## config.mk

```make
export PLATFORM = sky130hd
export DESIGN_NAME = intf_adder_channel
export DESIGN_NICKNAME = d
export VERILOG_FILES = /design/src/rtl/intf_adder_channel.sv
export SDC_FILE = /design/constraint.sdc
export NUM_CORES = 1
export LEC_CHECK = 0
export BUFFER_PORTS_ARGS = -buffer_cell sky130_fd_sc_hd__buf_2
export CORE_UTILIZATION = 35
export CTS_CLUSTER_DIAMETER = 60
export DETAILED_ROUTE_END_ITERATION = 8
export GPL_TIMING_DRIVEN = 0
export PLACE_DENSITY_LB_ADDON = 0.3
export SLEW_MARGIN = 20
export SYNTH_ARGS = -nofsm -noshare
export SYNTH_HDL_FRONTEND = slang
export SYNTH_SLANG_ARGS = --single-unit
export TNS_END_PERCENT = 50
```

## constraint.sdc

```tcl
create_clock -name clk -period 1.7 [get_ports clk]
set_input_delay 0.255 -clock clk [delete_from_list [all_inputs] [get_ports clk]]
set_output_delay 0.255 -clock clk [all_outputs]
set_load 0.005 [all_outputs]
```

## src/rtl/intf_adder_channel.sv

```systemverilog
// Handshaked a+b channel: sums accepted operand pairs into a small output FIFO and
// counts results popped by the consumer.
module intf_adder_channel #(
    parameter int unsigned AW    = 4,
    parameter int unsigned CW    = 7,
    parameter int unsigned DEPTH = 2,
    parameter int unsigned CNTW  = 8
) (
    input  logic            clk,
    input  logic            rst_n,
    input  logic            in_valid_i,
    output logic            in_ready_o,
    input  logic [AW-1:0]   a_i,
    input  logic [AW-1:0]   b_i,
    output logic            out_valid_o,
    input  logic            out_ready_i,
    output logic [CW-1:0]   c_o,
    output logic [CNTW-1:0] txn_count_o
);

    localparam int unsigned PtrW = (DEPTH > 1) ? $clog2(DEPTH) : 1;

    // Pointers carry one extra wrap bit so full and empty are distinguishable.
    logic [PtrW:0]   wr_ptr_q, wr_ptr_d;
    logic [PtrW:0]   rd_ptr_q, rd_ptr_d;
    logic [CNTW-1:0] cnt_q, cnt_d;
    logic            run_q;
    logic [CW-1:0]   mem_q [DEPTH];

    logic            full;
    logic            empty;
    logic            push;
    logic            pop;
    logic [CW-1:0]   sum;

    always_comb begin
        sum   = CW'(a_i) + CW'(b_i);
        empty = (wr_ptr_q == rd_ptr_q);
        full  = (wr_ptr_q[PtrW] != rd_ptr_q[PtrW]) &&
                (wr_ptr_q[PtrW-1:0] == rd_ptr_q[PtrW-1:0]);
        // run_q holds ready low while reset is asserted and until the first edge after release.
        in_ready_o  = run_q && !full;
        out_valid_o = !empty;
        push        = in_valid_i && in_ready_o;
        pop         = out_valid_o && out_ready_i;
        c_o         = empty ? '0 : mem_q[rd_ptr_q[PtrW-1:0]];
        txn_count_o = cnt_q;
    end

    always_comb begin
        wr_ptr_d = wr_ptr_q;
        rd_ptr_d = rd_ptr_q;
        cnt_d    = cnt_q;
        if (push) begin
            wr_ptr_d = wr_ptr_q + {{PtrW{1'b0}}, 1'b1};
        end
        if (pop) begin
            rd_ptr_d = rd_ptr_q + {{PtrW{1'b0}}, 1'b1};
            cnt_d    = cnt_q + CNTW'(1);
        end
    end

    always_ff @(posedge clk or negedge rst_n) begin
        if (!rst_n) begin
            wr_ptr_q <= '0;
            rd_ptr_q <= '0;
            cnt_q    <= '0;
            run_q    <= 1'b0;
        end else begin
            wr_ptr_q <= wr_ptr_d;
            rd_ptr_q <= rd_ptr_d;
            cnt_q    <= cnt_d;
            run_q    <= 1'b1;
        end
    end

    // Storage needs no reset: the output mux forces c to zero whenever the FIFO is empty.
    always_ff @(posedge clk) begin
        if (push) begin
            mem_q[wr_ptr_q[PtrW-1:0]] <= sum;
        end
    end

endmodule

```

### Word level (Yosys, flattened, before mapping)

Memories as Yosys holds them, arrays and structs flattened.
Cells that the tools add are included.
Widths: inputs -> output; s select.

* bits in registers: 13
* RAM bits: 10
* input port bits: 12
* output and inout bits: 17
* logic and storage cells: 21
* memories kept: 1

* $add $sub $neg: 4
* equal/unequal tests: 3
* multiplexer cells: 3
* reductions and logical operators: 6

Memories
* mem_q: words 2, bits a word 5, rd ports 1, clocked after Yosys merged registers in 0, write ports 1, line 28 `logic [CW-1:0] mem_q [DEPTH];`

Operators with widths (count)
* $add 8x1->8 const B: 1
* $mux 7: 1
* $add 4x4->5: 1
* $add 2x1->2 const B: 2
* $logic_and 1x1->1: 4
* $eq 2x2->1: 1
* $logic_not 1->1: 2
* $mux 1: 2
* $eq 1x1->1: 1
* $ne 1x1->1: 1

### Depth between registers and ports, before layout

* depth after elaboration: 7
* gate-level depth with buffers: 6
* gate-level depth less buffers: 6

### Least setup slack after synthesis

No wires, ideal clock.

* kind: register to register
* from: register rd_ptr_q[0]
* to: memory mem_q[0][0] in the netlist's numbering, enable pin
* library setup time: 343 ps
* arrival: 1282 ps
* data required time: 1357 ps
* path slack: 75 ps
* cell stages (with the launch flop): 5
* buffers on the path: 1
* period minus slack after synthesis: 1625 ps
* cells stage by stage: dfrtp_1 buf_4 xnor2_2 a21oi_1 nor2b_1

* cells in the longest elaborated chain, start to end: 7

RTL lines
* from (decl): line 25 `logic [PtrW:0] rd_ptr_q, rd_ptr_d;`
* from (signal assigned): line 71 `rd_ptr_q <= rd_ptr_d;`
* $eq 1x1->1: line 40 `(wr_ptr_q[PtrW-1:0] == rd_ptr_q[PtrW-1:0]);`
* $logic_and 1x1->1: line 39 `full = (wr_ptr_q[PtrW] != rd_ptr_q[PtrW]) &&`
* $logic_not 1->1: line 42 `in_ready_o = run_q && !full;`
* $logic_and 1x1->1: line 42
* $logic_and 1x1->1: line 44 `push = in_valid_i && in_ready_o;`
* $mux 1: line 79 `if (push) begin`
* $mux 1 (implied by the code): line 80 `mem_q[wr_ptr_q[PtrW-1:0]] <= sum;`
* to (decl): line 28

Every way passes these cells.

### Worst setup path in the final report

* from: register rd_ptr_q[0]
* to: output c_o[4]

* cells in the longest elaborated chain, start to end: 2
* elaborated cells on any way between the ends: 3
* classes of those cells: 1 x eq/ne; 1 x mux; 1 x memory

RTL lines
* $mem_v2 2x5 or $eq 2x2->1 (tied branches)
* $mux 7 (*): line 46 `c_o = empty ? '0 : mem_q[rd_ptr_q[PtrW-1:0]];`
* to (decl): line 17 `output logic [CW-1:0] c_o,`

Every way passes the cells marked *; elsewhere a longest branch is shown, timed or not.

==> impl_metrics.ini <==
[final_layout]
final_cell_area_mm2 = 0.001565
antenna_cells = 0
nets = 156
syn_to_final_growth_pct = 30.86
fillCellCount = 312
final_layout_size_suffix_gt1_share_pct = 40.15

[hold_path]
worstHoldEndpoint = wr_ptr_q[1]
min_from = in_valid_i
min-delay-path-class = primary input to flop
min_path_cells = 3

[logic_synthesis]
synth_edf_count = 10
seq_area_frac_synth_pct = 52.30
synth-async-reset-ratio_pct = 56.52
syn_area_mm2 = 0.001196
postSynthCellCount = 96
synth_area_leaders = dfrtp_1, edfxtp_1, xor2_1
synth_area_leader_cell = dfrtp_1
synth_cell_type_count = 30
ys_warn_count = 0
avgSynthCellArea_um2 = 12.46
synth-main-ff-cell = dfrtp_1
netlist.area_leader.share_pct = 27.20
synth_seq_cells = 23

[floorplanning]
die_x_um = 60.46
io_pins = 29
row_count = 20
die_h_um = 60.46
core_area_mm2 = 0.003153
die-area_mm2 = 0.003655
start_util_pct = 37.94

[place]
dp.final_hpwl_um = 1393
portBuffers = 26
place_area_mm2 = 0.001385
place_congestion = 0.7672
dp_slack_ps = -159.1

[drt]
wirelength_um = 1994
firstDrtPassIters = 4
wl_per_cell_um = 11.02
via_count = 831
drc = 0
drtAntennaViolNets = 0
drt_iter0_drc = 54
viasPerCell = 4.591

[sta]
hold_violations = 0
finalSetupViolations = 0
max_freq_mhz = 601.3
setup_slack_ps = 36.81
rsz0062_at_grt = true
fin_skew_ps = 12.10
finalCritPeriodShare_pct = 97.83
slew_viol_final = 0
min_period_ps = 1663

[grt]
grt_antenna_before_repair = 0
grt_use_total_pct = 12.22
grt_pass1_wl_um = 3153
grt_pass1_vias = 752
overflow = 0
grt_max_degree = 14

[run]
max-cap-violations = 0

[clocking]
numCtsBuffers = 3
cts.path.max_buffers = 2
tritoncts = built
htreeDepth = 1
clock-sinks = 23
clk_pin_slew_ps = 130
root_buffer = clkbuf_4
worstSkewPairLatency_ps = 310

[worst_setup_path]
critPathMaxFanout = 7
cp-end-kind = output port
cp-start-kind = flop
r2r-start = rd_ptr_q[0]
crit_required_ps = 1440
rrSetupSlack_ps = 90
max_stage_delay_ps = 410
arrival_ps = 1410
cpMaxStageDelayCell = dfrtp_1
r2r_end = mem_q[0][4]
r2r_cells = 4
path_cells = buf_12 > xor2_4 > nor2_4 > nor2_1 > buf_2
path_class = flop to output port

[power_and_ir_drop]
p_int_mw = 1.669
p_comb_share_pct = 57.0
cellLeakagePower_nw = 0.7182
p_sw_share_pct = 39.11
powerDensity_mw_per_mm2 = 1752
ir_drop_mv = 0.4631
pwr-share-seq_pct = 33.9
pwr-share-clk_pct = 9.1
p_switching_mw = 1.072

[outcome]
status = finished clean
==> worst max path at each step <==
stage,start,endpoint,slack [ps],cells after the start
2_1_floorplan,rd_ptr_q[0],mem_q[0][0],70,4
3_3_place_gp,rd_ptr_q[0],mem_q[0][3],-130,4
3_5_place_dp,rd_ptr_q[0],mem_q[0][4],-160,4
4_1_cts,wr_ptr_q[0],c_o[4],1,5
5_1_grt,rd_ptr_q[0],c_o[3],-60,5
6_report,rd_ptr_q[0],c_o[4],40,5
==> Yosys cell counts (all sizes together), types with 2 or more instances <==
cell type  number
mux2            2
buf             4
nor2            6
mux2i           5
xor2            9
a211oi          2
a21oi           5
nand4           3
xnor2           7
edfxtp         10
inv             5
nand2           5
conb            2
dfrtp          13
nor2b           2
ha              5
o21ai           3
==> what timing repair did <==
item | in CTS | in global routing
setup endpoints to repair | 12 | 12
hold buffers | 1 | 0
pin swaps | 4 | 7
buffers inserted | 2 | 7
resized for setup | 9 | 6
endpoints found under the hold margin | 13 | 0
==> placed cells by master (no fill, tap or decap), types with 2 or more instances in the layout <==
cell	count
a211oi_1	2
nand2_1	5
xor2_1	7
inv_1	5
o21ai_0	2
nor2_1	4
clkbuf_4	3
dfrtp_2	2
nand4_1	3
edfxtp_1	10
buf_4	11
xnor2_1	5
ha_1	5
a21oi_1	5
mux2i_1	5
dfrtp_1	11
buf_2	26
conb_1	3
xor2_4	2
==> routing by layer <==
| layer | track usage [%] | vias up | share of wire, % |
|---|---|---|---|
| met4 | 6.818 | 0 | 1.9 |
| li1 | - | 410 | - |
| met2 | 21.66 | 27 | 56 |
| met1 | 12.82 | 390 | 39 |
| met3 | 3.838 | 4 | 3.6 |
| met5 | 0 | - | 0 |
==> worst max-delay path, delay by kind of cell (launching register included) <==
family | cells | cell delay [ps]
DFF | 1 | 410
xor gates and xnor gates | 1 | 190
buffers and inverters | 2 | 270
and+or+nand+nor | 2 | 220
==> registers in the layout, summed over array words and instances (netlist names) <==
register / count
wr_ptr_q: 2
mem_q: 10
run_q: 1
txn_count_o: 8
rd_ptr_q: 2
==> logic make-up (layout without fill, tap and decap cells) <==
family	Yosys count	in the layout	share of synthesized area, %
AOI/OAI and AO/OA	14	14	9.101
xor gates and xnor gates	16	16	13.60
adders and majority gates	6	6	6.904
buffers and inverters	9	49	3.870
DFF	23	23	52.30
muxes	7	7	6.067
other	2	3	0.6278
and+or+nand+nor	19	19	7.532
==> final cells by class <==
cell class	instances	area, um2	share of cell area [%]
clock inverters	1	5.005	0.3197
multi-input cells	65	581.8	37.17
plain buffers	4	46.29	2.958
well taps	44	55.05	3.517
inverters	5	18.77	1.199
clock buffers	3	22.52	1.439
flip-flops and latches	23	628.1	40.13
repair buffers	36	207.7	13.27
==> per-stage QoR <==
| stage | utilization (%) | cells | total power, mW | TNS (ps) | hold slack, ps |
|---|---|---|---|---|---|
| floorplan | - | 97 | 1.673 | 0 | -40.59 |
| global placement | 43.93 | 167 | 2.006 | -653.0 | 155.6 |
| detailed placement | 43.93 | 167 | 2.031 | -795.1 | 159.9 |
| CTS | 47.18 | 174 | 2.510 | 0 | 226.2 |
| global route | 49.64 | 181 | 2.960 | -301.9 | 230.7 |
| finish | 49.64 | 181 | 2.742 | 0 | 224.9 |
==> power by group through the flow <==
stage | Clock [mW] | Combinational, mW | Sequential [mW]
after floorplan | 0 | 0.767 | 0.906
after global placement | 0 | 1.09 | 0.913
after detailed placement | 0 | 1.11 | 0.922
after CTS | 0.257 | 1.34 | 0.915
after global routing | 0.286 | 1.72 | 0.957
final | 0.249 | 1.56 | 0.929
Power figures use the tool's default switching activity.
